`src/rtl/bus_rx_endpoint_if.sv`:
```
// Signal bundle between the bus receive endpoint and its arbiter/consumer side.
// push is a strobe with no backpressure; a read transfers on every edge where rd_valid && rd_en.
interface bus_rx_endpoint_if #(
  parameter int pckg_sz = 16,
  parameter int depth   = 8
);
  localparam int cw = $clog2(depth) + 1;

  logic               push;
  logic [pckg_sz-1:0] D_push;
  logic               rd_en;
  logic               clr_stats;
  logic               rd_valid;
  logic [pckg_sz-1:0] rd_data;
  logic [cw-1:0]      count;
  logic               full;
  logic [15:0]        overflow_cnt;
  logic [15:0]        misroute_cnt;
  logic               underflow;

  modport master (
    output push, D_push, rd_en, clr_stats,
    input  rd_valid, rd_data, count, full, overflow_cnt, misroute_cnt, underflow
  );

  modport slave (
    input  push, D_push, rd_en, clr_stats,
    output rd_valid, rd_data, count, full, overflow_cnt, misroute_cnt, underflow
  );
endinterface

```
`src/rtl/bus_rx_endpoint.sv`:
```
// Receive endpoint: filters arbiter packets by destination ID into a FWFT FIFO
// and keeps saturating drop statistics.
module bus_rx_endpoint #(
  parameter int         pckg_sz   = 16,
  parameter int         depth     = 8,
  parameter logic [7:0] id        = 8'h00,
  parameter logic [7:0] broadcast = 8'hFF
) (
  input logic              clk,
  input logic              reset,
  bus_rx_endpoint_if.slave bus
);
  localparam int aw = $clog2(depth);
  localparam int cw = aw + 1;

  logic [pckg_sz-1:0] mem [depth];
  logic [aw-1:0]      wr_ptr;
  logic [aw-1:0]      rd_ptr;
  logic [cw-1:0]      count_q;
  logic [15:0]        overflow_q;
  logic [15:0]        misroute_q;
  logic               underflow_q;

  logic [7:0] dst;
  logic       match;
  logic       not_empty;
  logic       is_full;
  logic       pop_ok;
  logic       accept;
  logic       ovf_hit;
  logic       mis_hit;

  always_comb begin
    dst       = bus.D_push[pckg_sz-1 -: 8];
    match     = (dst == id) || (dst == broadcast);
    not_empty = (count_q != '0);
    is_full   = (count_q == cw'(depth));
    pop_ok    = bus.rd_en && not_empty;
    // A pop on the same edge frees a slot, so a full FIFO can still take the packet.
    accept    = bus.push && match && (!is_full || pop_ok);
    mis_hit   = bus.push && !match;
    ovf_hit   = bus.push && match && is_full && !pop_ok;
  end

  always_ff @(posedge clk or negedge reset) begin
    if (!reset) begin
      wr_ptr  <= '0;
      rd_ptr  <= '0;
      count_q <= '0;
    end else begin
      if (accept) wr_ptr <= wr_ptr + 1'b1;
      if (pop_ok) rd_ptr <= rd_ptr + 1'b1;
      if (accept && !pop_ok)      count_q <= count_q + 1'b1;
      else if (pop_ok && !accept) count_q <= count_q - 1'b1;
    end
  end

  // Storage carries no reset; stale entries are never visible because count gates rd_valid.
  always_ff @(posedge clk) begin
    if (accept) mem[wr_ptr] <= bus.D_push;
  end

  always_ff @(posedge clk or negedge reset) begin
    if (!reset) begin
      overflow_q  <= '0;
      misroute_q  <= '0;
      underflow_q <= 1'b0;
    end else if (bus.clr_stats) begin
      overflow_q  <= '0;
      misroute_q  <= '0;
      underflow_q <= 1'b0;
    end else begin
      if (ovf_hit && overflow_q != 16'hFFFF) overflow_q <= overflow_q + 16'd1;
      if (mis_hit && misroute_q != 16'hFFFF) misroute_q <= misroute_q + 16'd1;
      if (bus.rd_en && !not_empty) underflow_q <= 1'b1;
    end
  end

  always_comb begin
    bus.rd_valid     = not_empty;
    bus.rd_data      = not_empty ? mem[rd_ptr] : '0;
    bus.count        = count_q;
    bus.full         = is_full;
    bus.overflow_cnt = overflow_q;
    bus.misroute_cnt = misroute_q;
    bus.underflow    = underflow_q;
  end
endmodule

```
`src/flat_wrapper.sv`:
```
// flat-port wrapper written by rule: the top's interface ports become plain ports
module bus_rx_endpoint_flat 
#(
  parameter int         pckg_sz   = 16,
  parameter int         depth     = 8,
  parameter logic [7:0] id        = 8'h00,
  parameter logic [7:0] broadcast = 8'hFF
)
  (clk, reset, bus_push, bus_D_push, bus_rd_en, bus_clr_stats, bus_rd_valid, bus_rd_data, bus_count, bus_full, bus_overflow_cnt, bus_misroute_cnt, bus_underflow);
  bus_rx_endpoint_if #(.pckg_sz(pckg_sz), .depth(depth)) bus_i ();
  input logic clk;
  input logic reset;
  input wire logic [$bits(bus_i.push)-1:0] bus_push;
  input wire logic [$bits(bus_i.D_push)-1:0] bus_D_push;
  input wire logic [$bits(bus_i.rd_en)-1:0] bus_rd_en;
  input wire logic [$bits(bus_i.clr_stats)-1:0] bus_clr_stats;
  output wire logic [$bits(bus_i.rd_valid)-1:0] bus_rd_valid;
  output wire logic [$bits(bus_i.rd_data)-1:0] bus_rd_data;
  output wire logic [$bits(bus_i.count)-1:0] bus_count;
  output wire logic [$bits(bus_i.full)-1:0] bus_full;
  output wire logic [$bits(bus_i.overflow_cnt)-1:0] bus_overflow_cnt;
  output wire logic [$bits(bus_i.misroute_cnt)-1:0] bus_misroute_cnt;
  output wire logic [$bits(bus_i.underflow)-1:0] bus_underflow;
  assign bus_i.push = bus_push;
  assign bus_i.D_push = bus_D_push;
  assign bus_i.rd_en = bus_rd_en;
  assign bus_i.clr_stats = bus_clr_stats;
  assign bus_rd_valid = bus_i.rd_valid;
  assign bus_rd_data = bus_i.rd_data;
  assign bus_count = bus_i.count;
  assign bus_full = bus_i.full;
  assign bus_overflow_cnt = bus_i.overflow_cnt;
  assign bus_misroute_cnt = bus_i.misroute_cnt;
  assign bus_underflow = bus_i.underflow;
  bus_rx_endpoint #(.pckg_sz(pckg_sz), .depth(depth), .id(id), .broadcast(broadcast)) u_core (.clk(clk), .reset(reset), .bus(bus_i));
endmodule
```
`config.mk`:
```
export PLATFORM = sky130hd
export DESIGN_NAME = bus_rx_endpoint_flat
export DESIGN_NICKNAME = d
export VERILOG_FILES = /design/src/rtl/bus_rx_endpoint_if.sv /design/src/rtl/bus_rx_endpoint.sv /design/src/flat_wrapper.sv
export SDC_FILE = /design/constraint.sdc
export NUM_CORES = 1
export LEC_CHECK = 0
export CAP_MARGIN = 20
export CORE_MARGIN = 3
export CORE_UTILIZATION = 40
export CTS_CLUSTER_SIZE = 14
export DETAILED_ROUTE_END_ITERATION = 8
export GPL_ROUTABILITY_DRIVEN = 0
export SLEW_MARGIN = 20
export SYNTH_ARGS = -nofsm -noshare
export SYNTH_HDL_FRONTEND = slang
export SYNTH_SLANG_ARGS = --single-unit
```
`constraint.sdc`:
```
create_clock -name clk -period 4.1 [get_ports clk]
set_input_delay 0.82 -clock clk [delete_from_list [all_inputs] [get_ports clk]]
set_output_delay 0.82 -clock clk [all_outputs]
set_load 0.005 [all_outputs]
```
==> out/qor.yml <==
cells_and_area:
  area_growth_pct: 24.09
  stdcell_count: 808
  num-nets-final: 595
  post-route-cell-area_um2: 9164
  register_area_um2: 4921
  antenna_cells: 0
  multi_input_area_um2: 2371
  drive_above_1_share_pct: 19.86
  fillers: 1531
  final_util_pct: 50.84
critical_path:
  cp_top_family: "simple AND/OR/NAND/NOR gates"
  cp.required_ps: 4400
  crit_chain: "clkdlybuf4s50_1 > or4_1 > nor2_2 > o221ai_1 > inv_2 > ha_1 > inv_1 > ha_1 > a21o_1 > a21oi_1 > xnor2_1 > nor2_1 > xor2_1"
  timing.rr.start: "u_core.bus.count[2]"
  r2r-end: "u_core.bus.count[3]"
  critPathMaxStageDelay_ps: 580
  worst_ep_arrival_time_ps: 3820
  end_kind: "flip-flop"
  worst-path-buf-inv: 3
  critPathLaunchType: "input pin"
  worst-setup-path-type: "in2reg"
  cpMaxStageDelayCell: "clkdlybuf4s50_1"
  r2r_slack_ps: 1170
  critPathMostFrequentCell: "ha_1"
  path_depth: 13
  worst-r2r-cell-count: 11
  cp_max_fo: 10
global_routing:
  overflow: 0
  grt_pass1_vias: 4481
  grt_antenna_before_repair: 0
  grt_max_degree: 44
  grt_usage_pct: 16.32
  grt_pass1_wl_um: 25100
routing:
  wirelength_um: 15680
  wl_met2_um: 8038
  vias: 4470
  ant_nets: 0
  drc_errors: 0
  vias_per_cell: 5.532
  wl_met3_um: 683
  drt-met1-wl_um: 6726
  first_pass_iters: 6
  wl_per_cell_um: 19.40
  drt_iter0_drc: 282
  top_layer: "met4"
place:
  dp.final_hpwl_um: 9887
  portBuffers: 75
  placedInstanceArea_um2: 8532
  dp_slack_ps: 182.1
  place_inst: 776
clocking:
  clk_pin_slew_worst_paths_ps: 70
  cts_buffer_depth: 2
  htree_levels: 4
  ctsHoldBuffers: 0
  cts_tree: "done"
  cts_setup_buffers: 0
  ctsResizeCount: 0
  cts.sinks: 171
  clkLatencyLatePin_ps: 420
  cts_root_buf: "clkbuf_16"
  numCtsBuffers: 17
synth:
  yosys.area_share.simple_pct: 10.76
  synth_top_family_by_area: "multiplexers"
  synthTopCellsByArea: "edfxtp_1 (52%), dfrtp_1 (15%), mux4_2 (9.8%)"
  synth-compound-area-share_pct: 4.998
  synth.top_cell.area_share_pct: 52.05
  avgSynthCellArea_um2: 15.48
  netlist_area_um2: 7385
  synthXorXnorAreaFrac_pct: 0.9488
  ys_types: 45
  synth_area_leader_cell: "edfxtp_1"
  synthCells: 477
  synth_fa_ha_area_share_pct: 1.457
  synth_nets: 506
  synth_warnings: 0
  ys_seq_area_share_pct: 66.62
  synth.mux.area_fraction_pct: 13.30
  ys_ff_latch: 171
sta:
  rsz0062_at_grt: "false"
  fin_ws_ps: 580.3
  fmax_mhz: 284.1
  fin_worst_skew_ps: 9.001
  finalHoldViolCount: 0
  final.setup.tns_ps: 0
  holdWs_ps: 384.1
  period_share_pct: 85.85
  fin_crit_ps: 3520
  max_slew_margin_pct: 51.31
  tightest_slew_ps: 724.4
  finalSetupViolCount: 0
  maxSlewViolCount: 0
power:
  ir_drop_mv: 0.3640
  powerDensity_nw_per_um2: 546.5
  p_leak_nw: 3.128
  finalPower_mw: 5.008
die:
  core_area_um2: 18020
  die-width_um: 141.9
  fp.dieH_um: 141.9
  std_cell_rows: 49
  initial_core_util_pct: 40.97
  io_pins: 76
  die-area_um2: 20130
worst_hold_path:
  hold_class: "in2async"
run_status:
  outcome: "completed"
flow_run:
  cap_viol_max_count: 0
-- flip-flops by register name (all words and copies together) (netlist names) --
register                 flops
u_core.bus.count             4
u_core.bus.overflow_cnt     16
u_core.wr_ptr                3
u_core.rd_ptr                3
u_core.bus.underflow         1
u_core.bus.misroute_cnt     16
u_core.mem                 128
-- layer usage --
| layer | GRT usage, % | up-vias |
|---|---|---|
| met1 | 21.15 | 2285 |
| met5 | 0 | - |
| met3 | 3.741 | 19 |
| li1 | - | 2063 |
| met2 | 27.26 | 103 |
| met4 | 5.455 | 0 |
-- cell usage after synthesis, drive strengths merged --
library cell and instances:
a21o 1, nor4b 3, o41ai 2, or4 20, a21oi 26, inv 10, nand2 19, o221ai 1
and2 1, xnor2 7, buf 10, xor2 1, a2111o 1, dfrtp 43, or3 4, nor4 7
or3b 3, mux2 9, nand3 13, mux4 32, o211ai 2, and3 3, nor3 5, o21ai 10
ha 7, nand4 10, o31ai 16, nor2b 8, or4b 2, mux2i 16, nor3b 4, clkbuf 15
or2 2, nor2 35, fa 1, edfxtp 128
-- layout by cell type, fill, tap and decap left out, types with 2 or more instances in the layout --
| master | synthesis | final |
|---|---|---|
| a21oi_1 | 26 | 26 |
| nand3_1 | 13 | 13 |
| mux2_2 | 9 | 9 |
| or3b_2 | 3 | 3 |
| or4_1 | 20 | 20 |
| mux2i_1 | 16 | 16 |
| edfxtp_1 | 128 | 128 |
| nand2_1 | 19 | 19 |
| clkbuf_16 | 0 | 17 |
| nor2_1 | 34 | 34 |
| ha_1 | 7 | 7 |
| nand4_1 | 10 | 10 |
| inv_1 | 9 | 9 |
| buf_4 | 1 | 19 |
| o31ai_1 | 16 | 16 |
| nor2b_1 | 8 | 8 |
| inv_6 | 0 | 4 |
| clkinv_4 | 0 | 2 |
| dfrtp_1 | 43 | 42 |
| clkdlybuf4s50_1 | 0 | 73 |
| xnor2_1 | 7 | 7 |
| inv_8 | 0 | 3 |
| o21ai_0 | 9 | 9 |
| o41ai_1 | 2 | 2 |
| nor3_2 | 0 | 2 |
| buf_12 | 0 | 2 |
| nor3_1 | 5 | 3 |
| nor3b_2 | 0 | 2 |
| nor4b_2 | 0 | 2 |
| mux4_2 | 32 | 32 |
| or2_2 | 2 | 2 |
| or3_1 | 4 | 4 |
| nor4_1 | 5 | 4 |
| and3_1 | 3 | 3 |
| bufinv_16 | 0 | 3 |
| nor4_2 | 2 | 2 |
-- worst reg2reg max path: cells and delay by family (launching register included) --
family                     cells  cell delay [ps]
DFF                            1              460
adders and majority gates      2              490
buffers and inverters          2              320
xor gates and xnor gates       2              290
AOI/OAI and AO/OA              2              350
and+or+nand+nor                3              890
-- layout make-up --
| class | instances | share of cell area [%] |
|---|---|---|
| sequential | 171 | 53.70 |
| multi-input combinational | 271 | 25.87 |
| timing repair buffer | 95 | 10.02 |
| clock buffer | 17 | 4.642 |
| tap | 229 | 3.127 |
| clock inverter | 15 | 2.226 |
| inverter | 10 | 0.4096 |
-- cell families (layout without fill, tap and decap cells) --
family / after synthesis / after routing
xor gates and xnor gates: 8 / 8
AOI/OAI and AO/OA: 59 / 59
DFF: 171 / 171
and+or+nand+nor: 139 / 139
buffers and inverters: 35 / 137
adders and majority gates: 8 / 8
muxes: 57 / 57
-- power breakdown --
part | leakage, nW | internal (mW) | switching (mW) | total, mW
clock network | 0.305 | 0.983 | 0.697 | 1.68
registers | 1.73 | 1.90 | 0.144 | 2.05
logic | 1.09 | 0.775 | 0.505 | 1.28
-- worst max-delay path by stage --
stage | end | slack [ps] | startpoint
after global routing | u_core.bus.count[3] | 360 | bus_D_push[15]
after detailed placement | u_core.bus.count[3] | 180 | bus_D_push[15]
final | u_core.bus.count[3] | 580 | bus_D_push[15]
after global placement | u_core.bus.count[3] | 260 | bus_D_push[15]
after floorplan | u_core.mem[4][0] | -8 | bus_D_push[13]
after CTS | bus_rd_data[4] | 530 | u_core.rd_ptr[0]
Note: power is estimated with default switching activity, not from simulation.
